<file path="src/rtl/wash_cycle_sequencer_if.sv">
// Handshake bundle between the wash-cycle sequencer, its coin/panel controls and the
// downstream phase timer.
interface wash_cycle_sequencer_if;
    logic        coin_in;
    logic        cancel;
    logic        double_wash;
    logic        current_programm_done;
    logic [31:0] value;
    logic        next_programm_started;
    logic [2:0]  phase;
    logic        door_lock;
    logic        wash_done;

    // master: panel/timer side that drives requests and consumes phase outputs
    modport master (
        output coin_in, cancel, double_wash, current_programm_done,
        input  value, next_programm_started, phase, door_lock, wash_done
    );

    // slave: the sequencer itself
    modport slave (
        input  coin_in, cancel, double_wash, current_programm_done,
        output value, next_programm_started, phase, door_lock, wash_done
    );
endinterface

</file>
<file path="src/rtl/wash_cycle_sequencer.sv">
// Wash program sequencer: FILL -> WASH -> RINSE -> SPIN -> IDLE, loading the phase timer.
// Optional second WASH+RINSE pass is compiled in with `define WCS_DOUBLE_WASH_EN.
module wash_cycle_sequencer #(
    parameter int unsigned FILL_TICKS  = 60,
    parameter int unsigned WASH_TICKS  = 300,
    parameter int unsigned RINSE_TICKS = 120,
    parameter int unsigned SPIN_TICKS  = 60
) (
    input logic                   clk,
    input logic                   rst,
    wash_cycle_sequencer_if.slave bus
);

    typedef enum logic [2:0] {
        PH_IDLE  = 3'd0,
        PH_FILL  = 3'd1,
        PH_WASH  = 3'd2,
        PH_RINSE = 3'd3,
        PH_SPIN  = 3'd4
    } phase_e;

    phase_e      phase_q, phase_d, target;
    logic [31:0] value_q, value_d;
    logic        start_q, start_d;
    logic        done_q, done_d;
    logic        lock_q, lock_d;
    logic [1:0]  guard_q, guard_d;
    logic        enter, done_ok, cancel_ok;
`ifdef WCS_DOUBLE_WASH_EN
    logic        dw_q, dw_d;
    logic        pass_q, pass_d;
`endif

    function automatic logic [31:0] ticks_for(input phase_e p);
        case (p)
            PH_FILL:  return FILL_TICKS;
            PH_WASH:  return WASH_TICKS;
            PH_RINSE: return RINSE_TICKS;
            PH_SPIN:  return SPIN_TICKS;
            default:  return 32'd0;
        endcase
    endfunction

    // The guard hides the done level left over from the previous phase.
    assign done_ok   = bus.current_programm_done && (guard_q == 2'd0);
    // Cancel is held off for the pulse cycle so start pulses never land back to back.
    assign cancel_ok = bus.cancel && !start_q;

    // NOTE: every always_comb output gets a default first so no latch can be inferred.
    always_comb begin
        phase_d = phase_q;
        value_d = value_q;
        start_d = 1'b0;
        done_d  = 1'b0;
        guard_d = (guard_q != 2'd0) ? guard_q - 2'd1 : 2'd0;
        enter   = 1'b0;
        target  = phase_q;
`ifdef WCS_DOUBLE_WASH_EN
        dw_d    = dw_q;
        pass_d  = pass_q;
`endif
        case (phase_q)
            PH_IDLE: begin
                if (bus.coin_in && !bus.cancel) begin
                    enter  = 1'b1;
                    target = PH_FILL;
`ifdef WCS_DOUBLE_WASH_EN
                    dw_d   = bus.double_wash;
                    pass_d = 1'b0;
`endif
                end
            end
            PH_FILL, PH_WASH: begin
                if (cancel_ok) begin
                    enter  = 1'b1;
                    target = PH_SPIN;
                end else if (done_ok) begin
                    enter  = 1'b1;
                    target = (phase_q == PH_FILL) ? PH_WASH : PH_RINSE;
                end
            end
            PH_RINSE: begin
                if (cancel_ok) begin
                    enter  = 1'b1;
                    target = PH_SPIN;
                end else if (done_ok) begin
                    enter  = 1'b1;
                    target = PH_SPIN;
`ifdef WCS_DOUBLE_WASH_EN
                    if (dw_q && !pass_q) begin
                        target = PH_WASH;
                        pass_d = 1'b1;
                    end
`endif
                end
            end
            PH_SPIN: begin
                if (done_ok) begin
                    phase_d = PH_IDLE;
                    value_d = 32'd0;
                    done_d  = 1'b1;
`ifdef WCS_DOUBLE_WASH_EN
                    pass_d  = 1'b0;
`endif
                end
            end
            default: begin
                phase_d = PH_IDLE;
                value_d = 32'd0;
                guard_d = 2'd0;
`ifdef WCS_DOUBLE_WASH_EN
                dw_d    = 1'b0;
                pass_d  = 1'b0;
`endif
            end
        endcase

        if (enter) begin
            phase_d = target;
            value_d = ticks_for(target);
            start_d = 1'b1;
            guard_d = 2'd2;
        end
        lock_d = (phase_d != PH_IDLE);
    end

    // NOTE: sequential state uses non-blocking assignments so all registers update together.
    always_ff @(posedge clk) begin
        if (rst) begin
            phase_q <= PH_IDLE;
            value_q <= 32'd0;
            start_q <= 1'b0;
            done_q  <= 1'b0;
            lock_q  <= 1'b0;
            guard_q <= 2'd0;
`ifdef WCS_DOUBLE_WASH_EN
            dw_q    <= 1'b0;
            pass_q  <= 1'b0;
`endif
        end else begin
            phase_q <= phase_d;
            value_q <= value_d;
            start_q <= start_d;
            done_q  <= done_d;
            lock_q  <= lock_d;
            guard_q <= guard_d;
`ifdef WCS_DOUBLE_WASH_EN
            dw_q    <= dw_d;
            pass_q  <= pass_d;
`endif
        end
    end

    assign bus.value                 = value_q;
    assign bus.next_programm_started = start_q;
    assign bus.phase                 = phase_q;
    assign bus.door_lock             = lock_q;
    assign bus.wash_done             = done_q;

endmodule
</file>
<file path="src/flat_wrapper.sv">
// flat-port wrapper written by rule: the top's interface ports become plain ports
module wash_cycle_sequencer_flat 
#(
    parameter int unsigned FILL_TICKS  = 60,
    parameter int unsigned WASH_TICKS  = 300,
    parameter int unsigned RINSE_TICKS = 120,
    parameter int unsigned SPIN_TICKS  = 60
)
  (clk, rst, bus_coin_in, bus_cancel, bus_double_wash, bus_current_programm_done, bus_value, bus_next_programm_started, bus_phase, bus_door_lock, bus_wash_done);
  wash_cycle_sequencer_if bus_i ();
  input logic clk;
  input logic rst;
  input wire logic [$bits(bus_i.coin_in)-1:0] bus_coin_in;
  input wire logic [$bits(bus_i.cancel)-1:0] bus_cancel;
  input wire logic [$bits(bus_i.double_wash)-1:0] bus_double_wash;
  input wire logic [$bits(bus_i.current_programm_done)-1:0] bus_current_programm_done;
  output wire logic [$bits(bus_i.value)-1:0] bus_value;
  output wire logic [$bits(bus_i.next_programm_started)-1:0] bus_next_programm_started;
  output wire logic [$bits(bus_i.phase)-1:0] bus_phase;
  output wire logic [$bits(bus_i.door_lock)-1:0] bus_door_lock;
  output wire logic [$bits(bus_i.wash_done)-1:0] bus_wash_done;
  assign bus_i.coin_in = bus_coin_in;
  assign bus_i.cancel = bus_cancel;
  assign bus_i.double_wash = bus_double_wash;
  assign bus_i.current_programm_done = bus_current_programm_done;
  assign bus_value = bus_i.value;
  assign bus_next_programm_started = bus_i.next_programm_started;
  assign bus_phase = bus_i.phase;
  assign bus_door_lock = bus_i.door_lock;
  assign bus_wash_done = bus_i.wash_done;
  wash_cycle_sequencer #(.FILL_TICKS(FILL_TICKS), .WASH_TICKS(WASH_TICKS), .RINSE_TICKS(RINSE_TICKS), .SPIN_TICKS(SPIN_TICKS)) u_core (.clk(clk), .rst(rst), .bus(bus_i));
endmodule
</file>
<file path="config.mk">
export PLATFORM = sky130hd
export DESIGN_NAME = wash_cycle_sequencer_flat
export DESIGN_NICKNAME = d
export VERILOG_FILES = /design/src/rtl/wash_cycle_sequencer_if.sv /design/src/rtl/wash_cycle_sequencer.sv /design/src/flat_wrapper.sv
export SDC_FILE = /design/constraint.sdc
export NUM_CORES = 1
export LEC_CHECK = 0
export ABC_AREA = 0
export BUFFER_PORTS_ARGS = -buffer_cell sky130_fd_sc_hd__buf_2
export CORE_MARGIN = 1.5
export CORE_UTILIZATION = 39
export CTS_CLUSTER_DIAMETER = 200
export DETAILED_ROUTE_END_ITERATION = 8
export PLACE_DENSITY = 0.71
export SYNTH_ARGS = -nofsm -noshare
export SYNTH_HDL_FRONTEND = slang
export SYNTH_SLANG_ARGS = --single-unit
</file>
<file path="constraint.sdc">
create_clock -name clk -period 1.5 [get_ports clk]
set_input_delay 0.225 -clock clk [delete_from_list [all_inputs] [get_ports clk]]
set_output_delay 0.225 -clock clk [all_outputs]
set_load 0.005 [all_outputs]
</file>
==> qor.csv <==
metric,value,unit
"most common cell after layout, fill and taps aside",conb_1,
die area,2400,sq um
LEAKAGE,0.452,nW
Hold WC Path Type,input pin to flip-flop,
Std-Cell Rows,16,
Core Footprint,1980,sq um
Layout fillers,199,
worst hold slack,0.148,ns
Avg Inst Size Synth,9.28,sq um
routability congestion estimate,0.821,
largest net degree at the start of global routing,11,
"Req. time, crit path",1.73,ns
Starting Density,0.417,
clock insertion delay at the later pin of the skew report,0.28,ns
first-pass GRT wire length,2400,um
Die Ht,49.0,um
WHS Endpoint,u_core.bus.wash_done,
area of the multi-input gates,449,sq um
Sequential Area,263,sq um
crit start category,flip-flop,
post-synthesis register bit count,13,
status,finished clean,
Num CTS Buffers,3,
gr ovfl total,0,
CTS Buffer Depth,2,
Vias/cell,4.65,
Mapped Cells,89,
Post-Syn Area,826,sq um
hold_buf cts,0,
hold_sp,rst,
Post-DP Area,871,sq um
worst-case vdd ir drop,0.427,mV
highest net fanout along the worst path,5,
Fin. Hold Viols,0,
Final Non-Filler Cells,139,
sequential share of the synthesized area,0.315,
min Tclk post-route,1.48,ns
Sink Count,13,
final setup fails,0,
Crit path largest cell delay,0.36,ns
r2r endpoint,u_core.bus.value[4],
Max Transition Viols Final,0,
Root Buffer Master,clkbuf_4,
Total Wirelength,1520,um
R2R Path Start,u_core.bus.phase[1],
Routed Antenna Nets,0,
Critical-path top delay cell,dfxtp_1,
Worst R2R Path Depth,5,
CTS tree,done,
f_max,677,MHz
DRT Pass-1 Iters,4,
Setup CP Type,flip-flop to flip-flop,
area grow syn2layout,10.0,%
Yosys Warn Count,0,
nets,119,
dpl hpwl,1130,um
worst setup margin,0.0228,ns
CTS H-tree depth,1,
Worst setup EP type,flip-flop,
detailed-route via count,646,
Residual DRC,0,
hold path cells,2,
vias in the first global route,580,
Ant. Diodes,0,
DRT iter0 DRCs,15,
Die X,49.0,um
post-DR wirelength/cell,10.9,um
pre-CTS setup slack,-0.00679,ns
Max-Cap Viols,0,
initial antenna violation count,0,
Synth cell types,33,
Worst Skew,0.00350,ns
share of cells above drive strength 1,0.339,
dpl cells,135,
fin crit share,0.985,
clock slew at reported path FFs,0.08,ns
I/O Buffers,16,
Worst R2R Setup Slack,0.02,ns
most frequent cells in the layout,"conb_1, buf_2, dfxtp_1",
design area,908,sq um
PD cells,781,nW/um^2
GRT Util Overall,0.129,
Worst Path Arrival,1.71,ns
# IOs,44,
critical-path cell list,or2_1 > buf_4 > o21ai_0 > o311a_4 > a22o_1,
==> cells in the mapped netlist, drive strengths merged <==
cell / count / area [sq um]
buf: 28 / 208
dfxtp: 13 / 260
nand2: 5 / 18.8
a22o: 4 / 35.0
a21oi: 3 / 15.0
a32o: 3 / 30.0
inv: 3 / 11.3
nand3: 3 / 15.0
a211o: 2 / 18.8
nor2: 2 / 7.51
nor2b: 2 / 12.5
nor3: 2 / 26.3
nor3b: 2 / 26.3
o21ai: 2 / 10.0
a21o: 1 / 8.76
a22oi: 1 / 7.51
a31oi: 1 / 6.26
a41o: 1 / 11.3
and2: 1 / 6.26
and3: 1 / 7.51
and4bb: 1 / 12.5
conb: 1 / 3.75
nand2b: 1 / 6.26
nand3b: 1 / 7.51
nor4b: 1 / 8.76
o311a: 1 / 21.3
o32ai: 1 / 8.76
or2: 1 / 6.26
xor2: 1 / 8.76
==> power breakdown <==
group / total [W] / internal (W) / switching, W
registers: 0.000372 / 0.000361 / 0.0000104
logic: 0.000114 / 0.0000514 / 0.0000623
clock network: 0.000224 / 0.000103 / 0.000121
total: 0.000710 / 0.000516 / 0.000194
==> sequential cells by signal, summed over array words and instances, names as in the netlist <==
| name | cells |
|---|---|
| u_core.guard_q | 2 |
| u_core.bus.wash_done | 1 |
| u_core.bus.value | 5 |
| u_core.bus.phase | 3 |
| u_core.bus.next_programm_started | 1 |
| u_core.bus.door_lock | 1 |
==> timing repair <==
action	in CTS	in global routing
setup buffers	0	0
gates resized for setup	1	3
endpoints found under the setup margin	1	5
==> stage by stage <==
stage                util   TNS, ns  total power [W]
finish              0.458         0         0.000710
CTS                 0.453         0         0.000711
global placement    0.439         0         0.000488
floorplan               -         0         0.000500
global route        0.458   -0.0489         0.000741
detailed placement  0.439  -0.00679         0.000489
==> logic make-up (layout without fill, tap and decap cells) <==
logic type             after synthesis  in the layout  synth area share
other                                1             26           0.00454
AND/OR/NAND/NOR                     23             23             0.195
AO/OA/AOI/OAI                       20             20             0.209
flip-flops                          13             13             0.315
buffers and inverters               31             29             0.265
XOR/XNOR                             1              1            0.0106
==> critical path, delay by kind of cell (launching register included) <==
kind,cells,cell delay (ns)
AO/OA/AOI/OAI,3,0.61
AND/OR/NAND/NOR,1,0.29
buffers and inverters,1,0.16
flip-flops,1,0.36
==> layer usage <==
layer | track usage | vias up | wire length (um)
li1 | - | 309 | -
met1 | 0.146 | 292 | 646
met2 | 0.215 | 40 | 717
met3 | 0.0245 | 5 | 107
met4 | 0.100 | 0 | 44
met5 | 0 | - | 0
==> worst max path at each step <==
stage	from	to	slack (ns)
final	u_core.bus.phase[1]	u_core.bus.value[4]	0.02
after detailed placement	bus_current_programm_done	u_core.bus.value[6]	-0.007
after CTS	u_core.guard_q[1]	u_core.bus.door_lock	0.02
after global routing	u_core.bus.next_programm_started	u_core.bus.value[8]	-0.01
after floorplan	u_core.guard_q[0]	u_core.bus.value[2]	0.06
after global placement	bus_current_programm_done	u_core.bus.value[6]	0.005
==> cell type report <==
cell class,instances,share of cell area
repair buffers,22,0.138
inverters,3,0.0124
flip-flops and latches,13,0.289
clock buffers,4,0.0289
multi-input cells,70,0.494
well taps,27,0.0372
Note: power is estimated with default switching activity, not from simulation.
